File: src/rtl/htd_pkg.sv
// Shared definitions for hit_transition_detector and hit_reduce.
//   - MODE encodings selecting the strip qualification expression
//   - Event FSM state enum
//   - slot_w(): width of the buffer-write slot counter for a given BC
package htd_pkg;

    localparam logic [1:0] HTD_MODE_01  = 2'b00;  // cur & ~prev
    localparam logic [1:0] HTD_MODE_X1  = 2'b01;  // cur
    localparam logic [1:0] HTD_MODE_11  = 2'b10;  // cur & prev
    localparam logic [1:0] HTD_MODE_CHG = 2'b11;  // cur ^ prev

    typedef enum logic [1:0] {
        IDLE = 2'd0,
        EVAL = 2'd1,
        DONE = 2'd2
    } htd_state_e;

    // Slot counter must hold the value BC itself
    function automatic int unsigned slot_w(input int unsigned bc);
        return $clog2(bc + 1);
    endfunction

endpackage

File: src/rtl/hit_reduce.sv
// Combinational hit qualification over the strip bits.
// Optional popcount of the qualified mask: define HTD_HITCNT_EN.
// Ports:
//   prev       strip word of BC-1
//   cur        strip word of BC (header bits excluded by the caller)
//   mode       qualification select (htd_pkg HTD_MODE_*)
//   any_hit_c  at least one qualifying strip
//   hit_cnt_c  number of qualifying strips (0 when HTD_HITCNT_EN undefined)
module hit_reduce
    import htd_pkg::*;
#(
    parameter  int unsigned NCH = 256,
    localparam int unsigned CW  = $clog2(NCH + 1)
) (
    input  logic [NCH-1:0] prev,
    input  logic [NCH-1:0] cur,
    input  logic [1:0]     mode,
    output logic           any_hit_c,
    output logic [CW-1:0]  hit_cnt_c
);

    logic [NCH-1:0] qual;

    // Per-strip qualification mask
    always_comb begin
        qual = '0;
        case (mode)
            HTD_MODE_01:  qual = cur & ~prev;
            HTD_MODE_X1:  qual = cur;
            HTD_MODE_11:  qual = cur & prev;
            HTD_MODE_CHG: qual = cur ^ prev;
            default:      qual = '0;
        endcase
    end

    assign any_hit_c = |qual;

`ifdef HTD_HITCNT_EN
    // Popcount of the qualified mask
    always_comb begin
        hit_cnt_c = '0;
        for (int i = 0; i < int'(NCH); i++) begin
            hit_cnt_c = hit_cnt_c + CW'(qual[i]);
        end
    end
`else
    assign hit_cnt_c = '0;
`endif

endmodule

File: src/rtl/hit_transition_detector.sv
// Captures a BC-1 strip word and a BC strip+header word over BC accepted
// buffer-write cycles, evaluates the selected hit condition and pulses
// START (readout launch) or NO_HIT. Optional macro: HTD_HITCNT_EN enables
// the qualifying-strip popcount on HIT_CNT (tied to 0 otherwise).
// Ports:
//   CLK, RST     clock (rising edge), synchronous active-low reset
//   MEM_PREV     strip word of BC-1
//   MEM_CUR      strip+header word of BC, strips in [NCH-1:0]
//   WR_PREV/CUR  buffer-write strobes that load the word registers
//   WR_NEXT      buffer-write strobe for BC+1, advances the slot only
//   BUSY         downstream busy, stalls (drops) the write this cycle
//   EN, MODE     filter enable and qualification select, sampled in EVAL
//   DATA_OUT     captured current word
//   START        one-cycle readout-launch pulse
//   NO_HIT       one-cycle pulse for a filtered event without hits
//   HIT_CNT      qualifying-strip count, updated in EVAL
module hit_transition_detector
    import htd_pkg::*;
#(
    parameter  int unsigned NCH = 256,
    parameter  int unsigned HDR = 16,
    parameter  int unsigned BC  = 3,
    localparam int unsigned DW  = NCH + HDR,
    localparam int unsigned SW  = slot_w(BC),
    localparam int unsigned CW  = $clog2(NCH + 1)
) (
    input  logic           CLK,
    input  logic           RST,
    input  logic [NCH-1:0] MEM_PREV,
    input  logic [DW-1:0]  MEM_CUR,
    input  logic           WR_PREV,
    input  logic           WR_CUR,
    input  logic           WR_NEXT,
    input  logic           BUSY,
    input  logic           EN,
    input  logic [1:0]     MODE,
    output logic [DW-1:0]  DATA_OUT,
    output logic           START,
    output logic           NO_HIT,
    output logic [CW-1:0]  HIT_CNT
);

    htd_state_e     state_q, state_d;
    logic [SW-1:0]  slot_q, slot_d;
    logic [NCH-1:0] prev_q, prev_d;
    logic [DW-1:0]  cur_q, cur_d;
    logic           start_q, start_d;
    logic           no_hit_q, no_hit_d;
    logic [CW-1:0]  hit_cnt_q, hit_cnt_d;
    logic           any_hit_c;
    logic [CW-1:0]  hit_cnt_c;

    // Qualification uses strip bits only; the header never qualifies
    hit_reduce #(
        .NCH (NCH)
    ) u_hit_reduce (
        .prev      (prev_q),
        .cur       (cur_q[NCH-1:0]),
        .mode      (MODE),
        .any_hit_c (any_hit_c),
        .hit_cnt_c (hit_cnt_c)
    );

    // State and datapath registers
    always_ff @(posedge CLK) begin
        if (!RST) begin
            state_q   <= IDLE;
            slot_q    <= '0;
            prev_q    <= '0;
            cur_q     <= '0;
            start_q   <= 1'b0;
            no_hit_q  <= 1'b0;
            hit_cnt_q <= '0;
        end else begin
            state_q   <= state_d;
            slot_q    <= slot_d;
            prev_q    <= prev_d;
            cur_q     <= cur_d;
            start_q   <= start_d;
            no_hit_q  <= no_hit_d;
            hit_cnt_q <= hit_cnt_d;
        end
    end

    // Next-state and capture logic
    always_comb begin
        state_d   = state_q;
        slot_d    = slot_q;
        prev_d    = prev_q;
        cur_d     = cur_q;
        start_d   = 1'b0;
        no_hit_d  = 1'b0;
        hit_cnt_d = hit_cnt_q;
        case (state_q)
            IDLE: begin
                // One slot per accepted cycle, however many strobes are high
                if ((WR_PREV || WR_CUR || WR_NEXT) && !BUSY && (slot_q < SW'(BC))) begin
                    slot_d = slot_q + SW'(1);
                    if (WR_PREV) prev_d = MEM_PREV;
                    if (WR_CUR)  cur_d  = MEM_CUR;
                    if (slot_d == SW'(BC)) state_d = EVAL;
                end
            end
            EVAL: begin
                state_d   = DONE;
                hit_cnt_d = hit_cnt_c;
                if (!EN || any_hit_c) start_d  = 1'b1;
                else                  no_hit_d = 1'b1;
            end
            DONE: begin
                state_d = IDLE;
                slot_d  = '0;
            end
            default: begin
                state_d = IDLE;
                slot_d  = '0;
            end
        endcase
    end

    assign DATA_OUT = cur_q;
    assign START    = start_q;
    assign NO_HIT   = no_hit_q;
    assign HIT_CNT  = hit_cnt_q;

endmodule
File: config.mk
export PLATFORM = sky130hd
export DESIGN_NAME = hit_transition_detector
export DESIGN_NICKNAME = d
export VERILOG_FILES = /design/src/rtl/htd_pkg.sv /design/src/rtl/hit_reduce.sv /design/src/rtl/hit_transition_detector.sv
export SDC_FILE = /design/constraint.sdc
export NUM_CORES = 2
export LEC_CHECK = 0
export ABC_AREA = 1
export BUFFER_PORTS_ARGS = -buffer_cell sky130_fd_sc_hd__buf_2
export CELL_PAD_IN_SITES_DETAIL_PLACEMENT = 0
export CELL_PAD_IN_SITES_GLOBAL_PLACEMENT = 1
export CORE_AREA = 2 2 315 317
export CTS_BUF_LIST = sky130_fd_sc_hd__clkbuf_4
export CTS_CLUSTER_DIAMETER = 40
export CTS_CLUSTER_SIZE = 25
export DETAILED_ROUTE_END_ITERATION = 8
export DIE_AREA = 0 0 317 319
export PLACE_DENSITY = 0.76
export SKIP_LAST_GASP = 1
export SYNTH_ARGS = -nofsm -noshare
export SYNTH_HDL_FRONTEND = slang
export SYNTH_SLANG_ARGS = --single-unit
File: constraint.sdc
create_clock -name CLK -period 2.3 [get_ports CLK]
set_input_delay 0.46 -clock CLK [delete_from_list [all_inputs] [get_ports CLK]]
set_output_delay 0.46 -clock CLK [all_outputs]
set_load 0.02 [all_outputs]
==> metrics.log <==
INFO  metric result_of_the_run = finished clean
INFO  metric grt_pass1_wl = about 200,000 um
INFO  metric drive_above_1_share = 0.209
INFO  metric synth_common_cells = nand2_1 (1,295), o21ai_0 (555), a21oi_1 (552)
INFO  metric swShare = 0.338
INFO  metric fp.dieH = approximately 320 um
INFO  metric grt_setup_unrepaired = true
INFO  metric synth_top_area_share = 0.388
INFO  metric cts.path.max_buffers = 3
INFO  metric drt_first_iter_violations = 2,235
INFO  metric portBuffers = between 800 and 900
INFO  metric setup.worst_path.end = slot_q[0]
INFO  metric powerDensity = ~620 nW/um^2
INFO  metric synth_seq_cells = approximately 530
INFO  metric power.sequential.fraction = 0.406
INFO  metric yosys-mux-area-fraction = 0
INFO  metric track_usage = 0.261
INFO  metric count_of_cells_along_the_worst_register_to_register_path = 7
INFO  metric synth_area_in_simple_gates = 0.268
INFO  metric gate_count_of_the_mapped_netlist = 4,388
INFO  metric final_min_period_over_clock_period = 0.972
INFO  metric clkTransAtPathRegs = about 0.080 ns
INFO  metric synthTopCellsByArea = dfxtp_1 (39%), nand2_1 (18%), o21ai_0 (10%)
INFO  metric synth-edff-count = 0
INFO  metric worst-path-max-fanout = 3
INFO  metric routed_wire_length_per_instance = roughly 19 um
INFO  metric drt-vias-per-instance = about 4.8
INFO  metric achievable-frequency = ~0.45 GHz
INFO  metric synth.lib_cells_used.distinct = 23
INFO  metric total_leakage_power = approximately 0.02 uW
INFO  metric place_hpwl = 102,000 um
INFO  metric grt_start_max_net_pins = 101
INFO  metric finalClockSkew = a little over 0.08 ns
INFO  metric min_path_type = input port to flop
INFO  metric antenna_violating_nets_post_route = 0
INFO  metric area.growth.synth_to_final = 52.2%
INFO  metric crit-reg2reg-capture = slot_q[0]
INFO  metric nNetsFinal = 6,341
INFO  metric placedCellCount = ~6,400
INFO  metric ys_async_sr_fraction = 0
INFO  metric fp.coreArea = 97,700 um^2
INFO  metric timing.critical_path.arrival = 3.11 ns
INFO  metric maxSlewHeadroom = 0.582
INFO  metric syn-cell-area = about 28,000 um^2
INFO  metric vdd_ir_drop_max = 0.400 mV
INFO  metric fin_cells = 7,185
INFO  metric starting_density = 0.282
INFO  metric tritoncts.num_buffers = between 100 and 150
INFO  metric power_frac_clock = 0.349
INFO  metric setup.reg_to_reg.worst_slack = 0.06 ns
INFO  metric worst-slew-pin-transition = between 0.6 and 0.7 ns
INFO  metric hold_path.startpoint = WR_CUR
INFO  metric antenna_violations_before_repair = 18
INFO  metric detailroute.via_count = roughly 34,000
INFO  metric synth_top_family_by_area = simple AND/OR/NAND/NOR gates
INFO  metric synthXorXnorAreaFrac = 0.0181
INFO  metric insertion_delay = about 1 ns
INFO  metric timing.final.max_slew_violations = 0
INFO  metric timing.final.setup_violations = 0
INFO  metric cellInternalPower = approximately 17,000 uW
INFO  metric period_needed = ~2.2 ns
INFO  metric switchingPower = around 8800 uW
INFO  metric drc = 0
INFO  metric dominantRegCellSynth = dfxtp_1
INFO  metric compound_gate_fraction_of_synth_area = 0.203
INFO  metric gp_routability_congestion = 0.899
INFO  metric dpl_worst_slack = -0.704 ns
INFO  metric rows = 115
INFO  metric comb_power_share = 0.245
INFO  metric cts.root.buffer_cell = clkbuf_4
INFO  metric regToRegStartpoint = slot_q[0]
INFO  metric synth-seq-area-share = 0.388
INFO  metric critPathCaptureType = flop
INFO  metric synth.most_common_cell = nand2_1
INFO  metric wl = around 140,000 um
INFO  metric h-tree-depth = 3
INFO  metric setup.worst_path.class = flop to flop
INFO  metric pin_count = just over 800
INFO  metric post_synthesis_adder_cell_area_fraction = 0.000909
INFO  metric cap_viol_max_count = 0
INFO  metric worst_setup_path_start_kind = flop
INFO  metric synth.largest_area_cell = dfxtp_1
INFO  metric ys.warnings.count = 0
INFO  metric die-area = slightly above 100,000 um^2
INFO  metric cp_data_required_time = about 3.2 ns
INFO  metric worstSetupStartpoint = slot_q[0]
INFO  metric detail_route.first_pass.iterations = 6
INFO  metric global_route.overflow_total = 0
INFO  metric fin_ws = roughly 0.064 ns
INFO  metric clock_sinks = around 530
INFO  metric syn_area_per_cell = 6.27 um^2
INFO  metric final-hold-violation-count = 0
INFO  metric vias_in_the_first_global_route = about 33,000
INFO  metric tritoncts = yes
INFO  metric die_w = approximately 320 um
[cells in the final DEF, fill, tap and decap left out, types with 2 or more instances in the layout]
cell	Yosys	routed
buf_6	0	4
nor2_2	0	2
ha_1	2	2
inv_6	0	3
nand2_1	1295	1294
nand2_8	0	2
clkbuf_4	0	120
dfxtp_2	0	14
buf_2	78	803
o21ai_0	555	541
clkbuf_16	0	3
clkinv_1	0	17
inv_1	540	540
buf_4	10	175
bufinv_16	0	18
o21ai_1	7	21
diode_2	0	11
nand4_1	15	15
conb_1	1	9
a21oi_1	552	551
inv_2	1	4
nand3_1	377	376
clkinv_2	0	13
dfxtp_1	534	519
buf_12	0	40
xor2_1	57	57
inv_8	0	3
dlygate4sd3_1	0	583
clkinvlp_4	0	12
nor2_1	132	130
buf_16	0	2
clkinv_4	0	3
[per-layer routing]
metal / track usage / vias to the layer above / share of wire
met2: 0.436 / 1232 / 0.47
li1: - / 16900 / -
met3: 0.0547 / 359 / 0.066
met4: 0.136 / 18 / 0.054
met1: 0.311 / 15800 / 0.41
met5: 0 / - / 0.00084
[cell families after synthesis]
family / Yosys count
buffers and inverters: 854
and+or+nand+nor: 1826
xor gates and xnor gates: 57
adders and majority gates: 2
other: 1
AOI/OAI and AO/OA: 1114
DFF: 534
[power groups by stage]
stage	Combinational, uW	Sequential, uW	Clock, uW
floorplan	2600	10900	0
global placement	5470	10700	0
detailed placement	5490	10700	0
CTS	6340	10500	9310
global route	7030	10600	9740
finish	6380	10500	9080
[through the flow]
step | TNS, ns | hold slack [ns] | util | total power, uW | instance area (um^2)
6_report | 0 | 0.218 | 0.429 | 26000 | 41900
3_3_place_gp | -1.34 | 0.429 | 0.349 | 16200 | 34100
5_1_grt | -0.217 | 0.187 | 0.429 | 27400 | 41900
4_1_cts | 0 | 0.0916 | 0.427 | 26200 | 41700
2_1_floorplan | 0 | 0.424 | - | 13500 | 27500
3_5_place_dp | -1.37 | 0.433 | 0.349 | 16200 | 34100
[flip-flops by register name, indices dropped and copies added, names as in the netlist]
name,cells
NO_HIT,1
slot_q,2
state_q,2
START,1
prev_q,256
DATA_OUT,272
[repair_timing]
item / in CTS / in global routing
resized for setup: 20 / 26
hold buffers: 584 / 0
gates cloned: 0 / 4
endpoints found under the hold margin: 531 / 0
pin swaps: 0 / 2
setup buffers: 1 / 5
endpoints found under the setup margin: 17 / 49
[worst max-delay path, stage by stage, from the launching register on]
cell and delay, ns:
dfxtp_1 0.34, ha_1 0.22, nor3_2 0.13, buf_4 0.16, nand3_1 0.07, dlygate4sd3_1 0.57, a21oi_2 0.14, dlygate4sd3_1 0.55
[cell type report]
| class | instances | area [um^2] |
|---|---|---|
| fillers | 10200 | 55800 |
| multi-input cells | 3008 | 13600 |
| repair buffers | 1612 | 12200 |
| flip-flops and latches | 534 | 10700 |
| inverters | 541 | 2040 |
| well taps | 1287 | 1610 |
| clock buffers | 120 | 901 |
| clock inverters | 72 | 850 |
| diodes | 11 | 27.5 |
[worst min path at each step]
stage | endpoint | depth (start not counted)
after floorplan | prev_q[107] | 2
after global routing | DATA_OUT[242] | 4
after global placement | DATA_OUT[264] | 2
final | slot_q[1] | 6
after CTS | DATA_OUT[242] | 4
after detailed placement | DATA_OUT[269] | 2
No activity file was read; power rests on OpenSTA's default activity.
